--- src/rtl/fetch_sequencer_pkg.sv ---
// Shared fetch-sequencer types, widths and address helpers.
// Also used by the data-side sequencer through redirect_latch.
package fetch_sequencer_pkg;

    typedef enum logic [2:0] {
        IDLE,
        BOOT,
        RUN,
        HOLD,
        REDIRECT
    } fetch_state_e;

    localparam int          FETCH_TAG_W = 3;
    localparam logic [31:0] WORD_BYTES  = 32'd4;

    function automatic logic [31:0] word_align(input logic [31:0] a);
        return {a[31:2], 2'b00};
    endfunction

    function automatic logic [31:0] half_align(input logic [31:0] a);
        return {a[31:1], 1'b0};
    endfunction

    function automatic logic [31:0] sat_inc(input logic [31:0] v);
        return (v == 32'hFFFF_FFFF) ? v : v + 32'd1;
    endfunction

endpackage

--- src/rtl/fetch_sequencer_redirect_latch.sv ---
// Pending-redirect register: merges live trap/jump requests with a held one, trap wins over jump.
// Combinational view (vld_o/target_o) includes this cycle's requests; clear_i drops the held entry.
module redirect_latch
    import fetch_sequencer_pkg::*;
(
    input  logic        clk,
    input  logic        rst_n,
    input  logic        trap_i,
    input  logic [31:0] trap_target_i,
    input  logic        jump_i,
    input  logic [31:0] jump_target_i,
    input  logic        clear_i,
    output logic        vld_o,
    output logic [31:0] target_o
);

    logic        pend_vld_q,  pend_vld_d;
    logic        pend_trap_q, pend_trap_d;
    logic [31:0] pend_tgt_q,  pend_tgt_d;

    // A held trap outranks a new jump; a new trap outranks everything.
    always_comb begin
        vld_o    = trap_i | jump_i | pend_vld_q;
        target_o = pend_tgt_q;
        if (trap_i) begin
            target_o = trap_target_i;
        end else if (pend_vld_q && pend_trap_q) begin
            target_o = pend_tgt_q;
        end else if (jump_i) begin
            target_o = jump_target_i;
        end

        pend_vld_d  = pend_vld_q;
        pend_trap_d = pend_trap_q;
        pend_tgt_d  = pend_tgt_q;
        if (clear_i) begin
            pend_vld_d  = 1'b0;
            pend_trap_d = 1'b0;
        end else if (vld_o) begin
            pend_vld_d  = 1'b1;
            pend_trap_d = trap_i | (pend_vld_q & pend_trap_q);
            pend_tgt_d  = target_o;
        end
    end

    always_ff @(posedge clk or negedge rst_n) begin
        if (!rst_n) begin
            pend_vld_q  <= 1'b0;
            pend_trap_q <= 1'b0;
            pend_tgt_q  <= 32'd0;
        end else begin
            pend_vld_q  <= pend_vld_d;
            pend_trap_q <= pend_trap_d;
            pend_tgt_q  <= pend_tgt_d;
        end
    end

endmodule

--- src/rtl/fetch_sequencer.sv ---
// Front-end fetch address sequencer with trap > jump > sequential redirect priority and 3-bit fetch tag.
// Outputs are registered (redirect visible one cycle after sampling); enable_i=0 freezes state. FETCH_SEQ_PERF_EN adds counters.
module fetch_sequencer
    import fetch_sequencer_pkg::*;
#(
    parameter logic [31:0] START_ADDR = 32'h0000_0000
) (
    input  logic                   clk,
    input  logic                   reset_n,
    input  logic                   enable_i,
    input  logic                   hazard_i,
    input  logic                   prefetched_i,
    input  logic                   jump_i,
    input  logic [31:0]            jump_target_i,
    input  logic                   trap_i,
    input  logic [31:0]            trap_target_i,
    output logic                   imem_req_o,
    output logic [31:0]            imem_addr_o,
    output logic [31:0]            pc_o,
    output logic [FETCH_TAG_W-1:0] tag_o,
    output logic                   redirect_o
`ifdef FETCH_SEQ_PERF_EN
    ,
    output logic [31:0]            redirect_count_o,
    output logic [31:0]            hold_count_o,
    output logic [31:0]            bubble_count_o
`endif
);

    fetch_state_e           state_q, state_d;
    logic                   req_q, req_d;
    logic [31:0]            addr_q, addr_d;
    logic [31:0]            pc_q, pc_d;
    logic [FETCH_TAG_W-1:0] tag_q, tag_d;
    logic                   redir_q, redir_d;

    logic        rl_vld;
    logic [31:0] rl_target;
    logic        apply_redir;
    logic        bubble;

    // Redirects seen in IDLE stay pending until the boot word has been issued.
    assign apply_redir = enable_i & (state_q != IDLE) & rl_vld;
    assign bubble      = enable_i & (state_q != IDLE) & ~rl_vld & ~hazard_i & prefetched_i;

    redirect_latch u_redirect_latch (
        .clk           (clk),
        .rst_n         (reset_n),
        .trap_i        (trap_i),
        .trap_target_i (trap_target_i),
        .jump_i        (jump_i),
        .jump_target_i (jump_target_i),
        .clear_i       (apply_redir),
        .vld_o         (rl_vld),
        .target_o      (rl_target)
    );

    always_comb begin
        state_d = state_q;
        req_d   = req_q;
        addr_d  = addr_q;
        pc_d    = pc_q;
        tag_d   = tag_q;
        redir_d = redir_q;
        if (enable_i) begin
            redir_d = 1'b0;
            if (state_q == IDLE) begin
                state_d = BOOT;
                req_d   = 1'b1;
            end else if (rl_vld) begin
                state_d = REDIRECT;
                addr_d  = word_align(rl_target);
                pc_d    = half_align(rl_target);
                tag_d   = tag_q + 3'd1;
                redir_d = 1'b1;
            end else if (hazard_i) begin
                state_d = HOLD;
            end else if (prefetched_i) begin
                state_d = RUN;
            end else begin
                state_d = RUN;
                addr_d  = addr_q + WORD_BYTES;
                pc_d    = addr_q + WORD_BYTES;
            end
        end
    end

    always_ff @(posedge clk or negedge reset_n) begin
        if (!reset_n) begin
            state_q <= IDLE;
            req_q   <= 1'b0;
            addr_q  <= word_align(START_ADDR);
            pc_q    <= half_align(START_ADDR);
            tag_q   <= '0;
            redir_q <= 1'b0;
        end else begin
            state_q <= state_d;
            req_q   <= req_d;
            addr_q  <= addr_d;
            pc_q    <= pc_d;
            tag_q   <= tag_d;
            redir_q <= redir_d;
        end
    end

    assign imem_req_o  = req_q;
    assign imem_addr_o = addr_q;
    assign pc_o        = pc_q;
    assign tag_o       = tag_q;
    assign redirect_o  = redir_q;

`ifdef FETCH_SEQ_PERF_EN
    logic [31:0] redir_cnt_q, redir_cnt_d;
    logic [31:0] hold_cnt_q,  hold_cnt_d;
    logic [31:0] bub_cnt_q,   bub_cnt_d;

    always_comb begin
        redir_cnt_d = apply_redir ? sat_inc(redir_cnt_q) : redir_cnt_q;
        hold_cnt_d  = (enable_i && state_q == HOLD) ? sat_inc(hold_cnt_q) : hold_cnt_q;
        bub_cnt_d   = bubble ? sat_inc(bub_cnt_q) : bub_cnt_q;
    end

    always_ff @(posedge clk or negedge reset_n) begin
        if (!reset_n) begin
            redir_cnt_q <= 32'd0;
            hold_cnt_q  <= 32'd0;
            bub_cnt_q   <= 32'd0;
        end else begin
            redir_cnt_q <= redir_cnt_d;
            hold_cnt_q  <= hold_cnt_d;
            bub_cnt_q   <= bub_cnt_d;
        end
    end

    assign redirect_count_o = redir_cnt_q;
    assign hold_count_o     = hold_cnt_q;
    assign bubble_count_o   = bub_cnt_q;
`else
    logic unused_bubble;
    assign unused_bubble = bubble;
`endif

endmodule

--- config.mk ---
export PLATFORM = sky130hd
export DESIGN_NAME = fetch_sequencer
export DESIGN_NICKNAME = d
export VERILOG_FILES = /design/src/rtl/fetch_sequencer_pkg.sv /design/src/rtl/fetch_sequencer_redirect_latch.sv /design/src/rtl/fetch_sequencer.sv
export SDC_FILE = /design/constraint.sdc
export NUM_CORES = 1
export LEC_CHECK = 0
export ABC_AREA = 1
export ABC_CLOCK_PERIOD_IN_PS = 1750
export BUFFER_PORTS_ARGS = -buffer_cell sky130_fd_sc_hd__buf_2
export CORE_MARGIN = 1
export CORE_UTILIZATION = 53
export CTS_CLUSTER_DIAMETER = 50
export DETAILED_ROUTE_END_ITERATION = 8
export MAX_ROUTING_LAYER = met4
export PLACE_DENSITY = 0.81
export SLEW_MARGIN = 20
export SYNTH_ARGS = -nofsm -noshare
export SYNTH_HDL_FRONTEND = slang
export SYNTH_SLANG_ARGS = --single-unit
--- constraint.sdc ---
create_clock -name clk -period 1.75 [get_ports clk]
set_clock_uncertainty 0.15 [all_clocks]
set_input_delay 0.35 -clock clk [delete_from_list [all_inputs] [get_ports clk]]
set_output_delay 0.35 -clock clk [all_outputs]
set_load 0.02 [all_outputs]
==> results.cfg, run 1 <==
[worst_setup_path]
cp_num_buf_inv = 1
start_kind = register
cpMostUsedCell = nand2_1
reg2reg_from = pc_o[3]
max_stage_delay_ns = 0.37
cp-startpoint = pc_o[3]
crit_chain = ha_2 -> nand3_2 -> inv_1 -> nand2_1 -> nor2_2 -> nand2_1 -> nand2_1 -> nand2_1 -> nand2_1 -> nand2_1
worstPathRequired_ns = 1.84
cp_max_fo = 3
critical_path_class = reg2reg
r2r-end = pc_o[26]
cp-end-kind = register
arrival_ns = 1.77
crit_family = simple AND/OR/NAND/NOR gates
ff2ff_setup_slack_ns = 0.07
ff2ff_path_depth = 10
endpoint = pc_o[26]
slowest_stage = dfrtp_2
cp.depth = 10

[logic_synthesis]
synth_seq_cells = 72
synth_edf_count = 0
syn_inst = 707
synth_area_sq_um = 4832
synth_top_area_share_pct = 37.29
synthArstFlopShare_pct = 100.0
synth_top_cell_by_area = dfrtp_1
yosysSeqAreaShare_pct = 37.29
synthTopCellsByArea = dfrtp_1 37%, nand2_1 18%, nand3_1 12%
synth_warnings = 0
synth.distinct_cells = 30
ys.flop_type = dfrtp_1
syn_area_per_cell_sq_um = 6.835

[drt]
drtIter0Drc = 289
drc = 0
routed-wl-met2_um = 6268
finalWirelength_um = 13330
wl_per_cell_um = 14.12
dr.pass1.iters = 5
wl_met1_um = 5811
maxUsedRoutingLayer = met4
routed-wl-met3_um = 1013
vias = 5068
vias_per_cell = 5.369
route.antenna.remaining_nets = 0

[global_route]
grt_max_degree = 73
track_usage_pct = 29.07
antenna_found_initial = 0
grt_pass1_wl_um = 21710
grt_overflow = 0
grt_pass1_vias = 4605

[clocking]
cts_tree = built
clk_latency_ns = 0.35
h-tree-depth = 3
clk_pin_slew_worst_paths_ns = 0.08
clockBufferDepth = 2
cts-root-buf = clkbuf_8
cts_setup_buffers = 0
numCtsBuffers = 9
clkSinkCount = 72

[die]
ioPinCount = 140
fp-row-count = 34
die_y_um = 97.49
die_w_um = 97.49
start_util_pct = 55.14
core_sq_um = 8763
dieArea_sq_um = 9503

[layout]
diodes = 0
final_cell_mix = 233 x nand2_1, 135 x buf_2, 118 x nand3_1
design_area_sq_um = 5899
nets = 904
fill_cells = 749
final_layout_size_suffix_gt1_share_pct = 27.75
layoutNonFillerInstCount = 944
areaGrowthSynthToFinish_pct = 22.09
layout_commonest_cell = nand2_1

[sta]
finalCriticalPeriod_ns = 1.676
setup_viol = 0
finalHoldViolCount = 0
fmax_mhz = 596.6
finalSetupTns_ns = 0
period_share_pct = 95.77
slew_violations = 0

[outcome]
status = finished, final reports clean

[pwr]
power_leakage_nw = 3.068
p_per_area_nw_per_um2 = 1211
vdd.ir_drop.worst_mv = 0.7443
power.total_mw = 7.144

[placed_design]
dp_hpwl_um = 9644
place.gp.congestion = 0.8903
post-place-cells = 927
placed_cell_area_sq_um = 5649
portBuffers = 135

[flow_run]
max_cap_violations = 0

[hold_path]
min_path_type = in2reg
-- Yosys cell counts, types with 3 or more instances --
cell      instances
buf_2            14
xor2_1            3
dfrtp_1          72
buf_4            33
o21ai_0          46
inv_1            50
clkbuf_1         12
nand3_1         119
xnor2_1          10
nor2_4            3
nor2_2            4
nand3b_1         16
or2_2            13
nand2_2           3
nor2_1           53
o211ai_1          3
nand2_1         234
-- kinds of logic after synthesis --
group / Yosys count / share of synthesized area [%]
AND/OR/NAND/NOR: 451 / 41.82
buffers and inverters: 116 / 12.35
flip-flops: 72 / 37.29
AO/OA/AOI/OAI: 52 / 5.593
XOR/XNOR: 13 / 2.356
adder cells (fa/ha/maj): 2 / 0.5178
other: 1 / 0.07761
-- registers in the layout, indices dropped and copies added, names as in the netlist --
signal,count
pc_o,31
imem_addr_o,1
u_redirect_latch.pend_tgt_q,31
tag_o,3
u_redirect_latch.pend_trap_q,1
state_q,3
u_redirect_latch.pend_vld_q,1
imem_req_o,1
-- worst register-to-register path, stage by stage, from the launching register on --
cell and delay (ns):
dfrtp_2 0.37, ha_2 0.19, nand3_2 0.13, inv_1 0.12, nand2_1 0.13, nor2_2 0.18
nand2_1 0.07, nand2_1 0.07, nand2_1 0.06, nand2_1 0.05, nand2_1 0.04
-- per-layer routing --
layer / global-route usage [%] / vias up
li1: - / 2462
met1: 39.95 / 2352
met2: 45.02 / 230
met3: 3.597 / 24
met4: 9.050 / 0
met5: - / -
-- worst min path at each step --
stage | depth (start not counted) | start | endpoint | slack, ns
6_report | 2 | enable_i | state_q[2] | 0.09
5_1_grt | 2 | enable_i | state_q[2] | 0.12
4_1_cts | 2 | enable_i | state_q[2] | 0.08
3_5_place_dp | 2 | reset_n | pc_o[7] | 0.27
3_3_place_gp | 2 | reset_n | pc_o[6] | 0.26
2_1_floorplan | 0 | reset_n | imem_addr_o[31] | -0.1
-- stage by stage --
| stage | worst slack, ns | util [%] | hold slack, ns |
|---|---|---|---|
| after global placement | 0.08008 | 64.46 | 0.2647 |
| after CTS | 0.02923 | 66.88 | 0.08355 |
| final | 0.07395 | 67.32 | 0.09223 |
| after detailed placement | 0.01686 | 64.46 | 0.2667 |
| after floorplan | 0.04204 | - | -0.09559 |
| after global routing | -0.002367 | 67.32 | 0.1176 |
-- area by class of cell --
class / count / area (sq um) / share of cell area, %
clock inverter: 3 / 40.04 / 0.6787
inverter: 53 / 207.7 / 3.521
multi-input combinational: 520 / 2470 / 41.87
timing repair buffer: 175 / 1079 / 18.28
tap: 108 / 135.1 / 2.291
sequential: 72 / 1809 / 30.67
clock buffer: 13 / 158.9 / 2.694
-- repair_timing --
action | in CTS | in global routing
endpoints found under the hold margin | 72 | 0
hold buffers | 1 | 0
endpoints found under the setup margin | 1 | 27
pin swaps | 0 | 2
gates resized for setup | 1 | 14
-- where the power goes --
group          internal (mW)  switching, mW  total (mW)
logic                   1.19           2.00        3.19
registers               2.13          0.451        2.58
clock network          0.734          0.634        1.37
No activity file was read; power rests on OpenSTA's default activity.
==> run 2, diff against run 1 <==
--- a/config.mk
+++ b/config.mk
@@ -13,7 +13,7 @@
 export CTS_CLUSTER_DIAMETER = 50
 export DETAILED_ROUTE_END_ITERATION = 8
 export MAX_ROUTING_LAYER = met4
-export PLACE_DENSITY = 0.81
+export PLACE_DENSITY = 0.93
 export SLEW_MARGIN = 20
 export SYNTH_ARGS = -nofsm -noshare
 export SYNTH_HDL_FRONTEND = slang
==> results.cfg, run 2 (same netlist as run 1, synthesis figures left out) <==
[outcome]
status = finished, final reports clean

[layout]
final_cell_mix = 232 x nand2_1, 135 x buf_2, 118 x nand3_1
fill_cells = 688
layout_commonest_cell = nand2_1
nets = 917
final_layout_size_suffix_gt1_share_pct = 28.98
areaGrowthSynthToFinish_pct = 25.92
diodes = 0
layoutNonFillerInstCount = 957

[drt]
wl_per_cell_um = 15.16
drc = 0
vias = 5364
drtIter0Drc = 478
dr.pass1.iters = 8
vias_per_cell = 5.605
route.antenna.remaining_nets = 0
finalWirelength_um = 14510

[worst_setup_path]
ff2ff_path_depth = 7
cp-end-kind = register
start_kind = register
critical_path_class = reg2reg
worstPathRequired_ns = 1.85
arrival_ns = 1.82
cp_max_fo = 6

[placed_design]
dp_hpwl_um = 9690
portBuffers = 135
post-place-cells = 930
pre_cts_ws_ns = 0.01028
place.gp.congestion = 0.8971

[pwr]
vdd.ir_drop.worst_mv = 0.6560
p_per_area_nw_per_um2 = 1206
seqPwrFrac_pct = 35.8
p_comb_share_pct = 45.1
p_sw_mw = 3.254
p_int_mw = 4.085
clkPwrFrac_pct = 19.0
switching_share_pct = 44.34
power.total_mw = 7.340
power_leakage_nw = 3.148

[clocking]
clkSinkCount = 72
clockBufferDepth = 2
clk_latency_ns = 0.35
h-tree-depth = 3
cts_tree = built
numCtsBuffers = 9
clk_pin_slew_worst_paths_ns = 0.09
cts-root-buf = clkbuf_8

[die]
start_util_pct = 55.14
ioPinCount = 140
dieArea_sq_um = 9503
fp-row-count = 34
die_y_um = 97.49
die_w_um = 97.49
core_sq_um = 8763

[global_route]
track_usage_pct = 29.47
grt_max_degree = 39
antenna_found_initial = 0
grt_overflow = 0
grt_pass1_wl_um = 22140
grt_pass1_vias = 4735

[sta]
period_share_pct = 98.50
fmax_mhz = 580.1
fin_ws_ns = 0.02630
finalCriticalPeriod_ns = 1.724
setup_viol = 0
slew_violations = 0
finalHoldViolCount = 0

[hold_path]
min_path_type = in2reg
min_path_cells = 2

[flow_run]
max_cap_violations = 0
-- run 2: area by class of cell --
cell class | instances | area [sq um] | share of cell area (%)
clock buffers | 10 | 137.6 | 2.262
clock inverters | 6 | 68.82 | 1.131
inverters | 53 | 207.7 | 3.414
multi-input cells | 520 | 2475 | 40.67
flip-flops and latches | 72 | 1808 | 29.71
well taps | 108 | 135.1 | 2.221
repair buffers | 188 | 1252 | 20.58
-- run 2: worst paths after layout --
check	slack [ns]	from	to
max reg2reg	0.03	pc_o[10]	pc_o[23]
max in group asynchronous	0.58	reset_n	pc_o[17]
max	0.03	pc_o[10]	pc_o[23]
min	0.10	enable_i	state_q[2]
min reg2reg	0.33	tag_o[2]	tag_o[2]
min in group asynchronous	0.30	reset_n	pc_o[8]
-- run 2: metal layers --
| layer | up-vias | global-route usage (%) | wire, um |
|---|---|---|---|
| met5 | - | - | 0 |
| met4 | 0 | 10.29 | 476 |
| met3 | 57 | 4.460 | 1281 |
| met2 | 353 | 45.02 | 6779 |
| met1 | 2457 | 40.05 | 5967 |
| li1 | 2497 | - | - |
-- run 2: power by group through the flow --
stage                     registers [mW]  logic [mW]  clock network [mW]
after floorplan                     2.91        1.89                   0
after global placement              2.60        3.08                   0
after detailed placement            2.62        3.16                   0
after CTS                           2.60        3.19                1.39
after global routing                2.69        3.61                1.48
final                               2.63        3.31                1.40
-- run 2: worst max-delay path, cell delays in order (launching register included) --
cell and delay (ns):
dfrtp_1 0.46, nand2_1 0.18, nor2_2 0.23, nand3_1 0.10
nor2_1 0.23, nand3_1 0.12, nand3_1 0.10, nand2_1 0.05
-- run 2: stage by stage --
step | TNS [ns] | utilization, % | instance area, sq um | hold slack, ns
after global placement | 0 | 65.15 | 5709 | 0.1624
final | 0 | 69.43 | 6085 | 0.1040
after floorplan | 0 | - | 4838 | -0.09559
after global routing | -0.3038 | 69.43 | 6085 | 0.1345
after CTS | 0 | 67.66 | 5929 | 0.07782
after detailed placement | 0 | 65.15 | 5709 | 0.1601
-- run 2: what timing repair did --
item                                    4_1_cts  5_1_grt
setup buffers                                 0        7
cloned                                        0        3
endpoints found under the hold margin        13        0
pin swaps                                     0        5
gates resized for setup                       1       15
hold buffers                                  1        0
endpoints found under the setup margin        7       40
==> run 3, diff against run 2 <==
--- a/config.mk
+++ b/config.mk
@@ -6,14 +6,15 @@
 export NUM_CORES = 1
 export LEC_CHECK = 0
 export ABC_AREA = 1
-export ABC_CLOCK_PERIOD_IN_PS = 1750
+export ABC_CLOCK_PERIOD_IN_PS = 1800
 export BUFFER_PORTS_ARGS = -buffer_cell sky130_fd_sc_hd__buf_2
+export CORE_ASPECT_RATIO = 0.6
 export CORE_MARGIN = 1
-export CORE_UTILIZATION = 53
+export CORE_UTILIZATION = 30
 export CTS_CLUSTER_DIAMETER = 50
 export DETAILED_ROUTE_END_ITERATION = 8
 export MAX_ROUTING_LAYER = met4
-export PLACE_DENSITY = 0.93
+export PLACE_DENSITY = 0.63
 export SLEW_MARGIN = 20
 export SYNTH_ARGS = -nofsm -noshare
 export SYNTH_HDL_FRONTEND = slang
==> constraint.sdc (replaced) <==
create_clock -name clk -period 1.8 [get_ports clk]
set_clock_uncertainty 0.15 [all_clocks]
set_input_delay 0.36 -clock clk [delete_from_list [all_inputs] [get_ports clk]]
set_output_delay 0.36 -clock clk [all_outputs]
set_load 0.02 [all_outputs]
==> results.cfg, run 3 (same netlist as run 1, synthesis figures left out) <==
[drt]
finalWirelength_um = 15360
vias_per_cell = 4.721
drc = 9
drtIter0Drc = 374
wl_per_cell_um = 14.60
route.antenna.remaining_nets = 0
dr.pass1.iters = 7
vias = 4966

[pwr]
power_leakage_nw = 3.162
p_per_area_nw_per_um2 = 1219
switching_share_pct = 43.50
clkPwrFrac_pct = 22.7
seqPwrFrac_pct = 33.3
vdd.ir_drop.worst_mv = 0.4624
p_int_mw = 4.271
p_sw_mw = 3.287
p_comb_share_pct = 43.9

[global_route]
grt_pass1_vias = 4433
grt_max_degree = 43
track_usage_pct = 19.83
antenna_found_initial = 0
grt_overflow = 0
grt_pass1_wl_um = 24380

[sta]
period_share_pct = 95.76
slew_violations = 0
fmax_mhz = 580.2
fin_ws_ns = 0.07634
rsz0062_at_grt = yes
hold_slack_ns = 0.1008
setup_viol = 0
finalHoldViolCount = 0
finalCriticalPeriod_ns = 1.724

[layout]
diodes = 0
nets = 917
design_area_sq_um = 6200
areaGrowthSynthToFinish_pct = 28.30
final_cell_mix = 233 x nand2_1, 135 x buf_2, 118 x nand3_1
final_layout_size_suffix_gt1_share_pct = 28.74
fin_util_pct = 39.88
layout_commonest_cell = nand2_1

[outcome]
violations = DRC
status = finished, violations left

[die]
die_y_um = 100.3
fp-row-count = 35
dieArea_sq_um = 16640
die_w_um = 165.8
ioPinCount = 140
core_sq_um = 15550
start_util_pct = 31.08

[clocking]
h-tree-depth = 3
clockBufferDepth = 2
clkSinkCount = 72
clk_latency_ns = 0.35
cts_tree = built
cts-root-buf = clkbuf_16
numCtsBuffers = 9
clk_pin_slew_worst_paths_ns = 0.06

[worst_setup_path]
max_stage_delay_ns = 0.42
cp-end-kind = register
arrival_ns = 1.80
cpMostUsedCell = nand2_1
cp_max_fo = 4
critical_path_class = reg2reg
crit_chain = nand2_2 -> nand2_1 -> buf_4 -> nand2_1 -> nand3_1 -> o21ai_0 -> nor2_1 -> nand3b_1
start_kind = register
worstPathRequired_ns = 1.88
slowest_stage = dfrtp_1

[flow_run]
max_cap_violations = 0

[hold_path]
min_path_type = in2reg

[placed_design]
place.gp.congestion = 0.8599
pre_cts_ws_ns = 0.03471
dp_hpwl_um = 11980
portBuffers = 135
placed_cell_area_sq_um = 5856
==> run 3: path summary, 6_finish.rpt <==
path | startpoint | to | slack, ns | cells past startpoint
setup / recovery | u_redirect_latch.pend_vld_q | pc_o[3] | 0.08 | 8
hold / removal | enable_i | state_q[2] | 0.10 | 2
setup reg to reg | u_redirect_latch.pend_vld_q | pc_o[3] | 0.08 | 8
hold reg to reg | tag_o[2] | tag_o[2] | 0.33 | 1
max in group asynchronous | reset_n | pc_o[17] | 0.60 | 3
min in group asynchronous | reset_n | pc_o[0] | 0.32 | 2
==> run 3: stage by stage <==
stage,power [mW],setup TNS [ns],instances
final,7.558,0,1052
after global routing,8.065,-0.01227,1052
after CTS,7.560,0,1051
after detailed placement,5.818,0,1034
after global placement,5.777,0,1034
after floorplan,4.657,0,708
==> run 3: timing repair <==
action,CTS,global route
endpoints found under the hold margin,10,0
gates resized for setup,0,17
setup endpoints to repair,0,31
hold buffers,1,0
setup buffers,0,1
==> run 3: layout make-up <==
class                   count  area [sq um]
flip-flops and latches     72          1807
clock inverters             7         55.05
clock buffers               9         225.2
fillers                  1624          9346
inverters                  53         207.7
well taps                 203         254.0
multi-input cells         520          2467
repair buffers            188          1184
==> run 3: power groups by stage <==
stage | registers, mW | logic (mW) | clock network (mW)
finish | 2.52 | 3.32 | 1.72
CTS | 2.51 | 3.30 | 1.75
detailed placement | 2.53 | 3.29 | 0
global placement | 2.53 | 3.25 | 0
floorplan | 2.82 | 1.83 | 0
global route | 2.59 | 3.67 | 1.81
==> run 3: layer usage <==
metal / track usage, % / share of wire [%]
met4: 3.738 / 0.61
met1: 31.43 / 56
met5: - / 0
met3: 3.825 / 6.9
met2: 24.97 / 36
==> run 3: critical path, delay by kind of cell, from the launching register on <==
family	cells	cell delay, ns
flip-flops	1	0.42
AO/OA/AOI/OAI	1	0.19
buffers and inverters	1	0.17
AND/OR/NAND/NOR	6	0.66
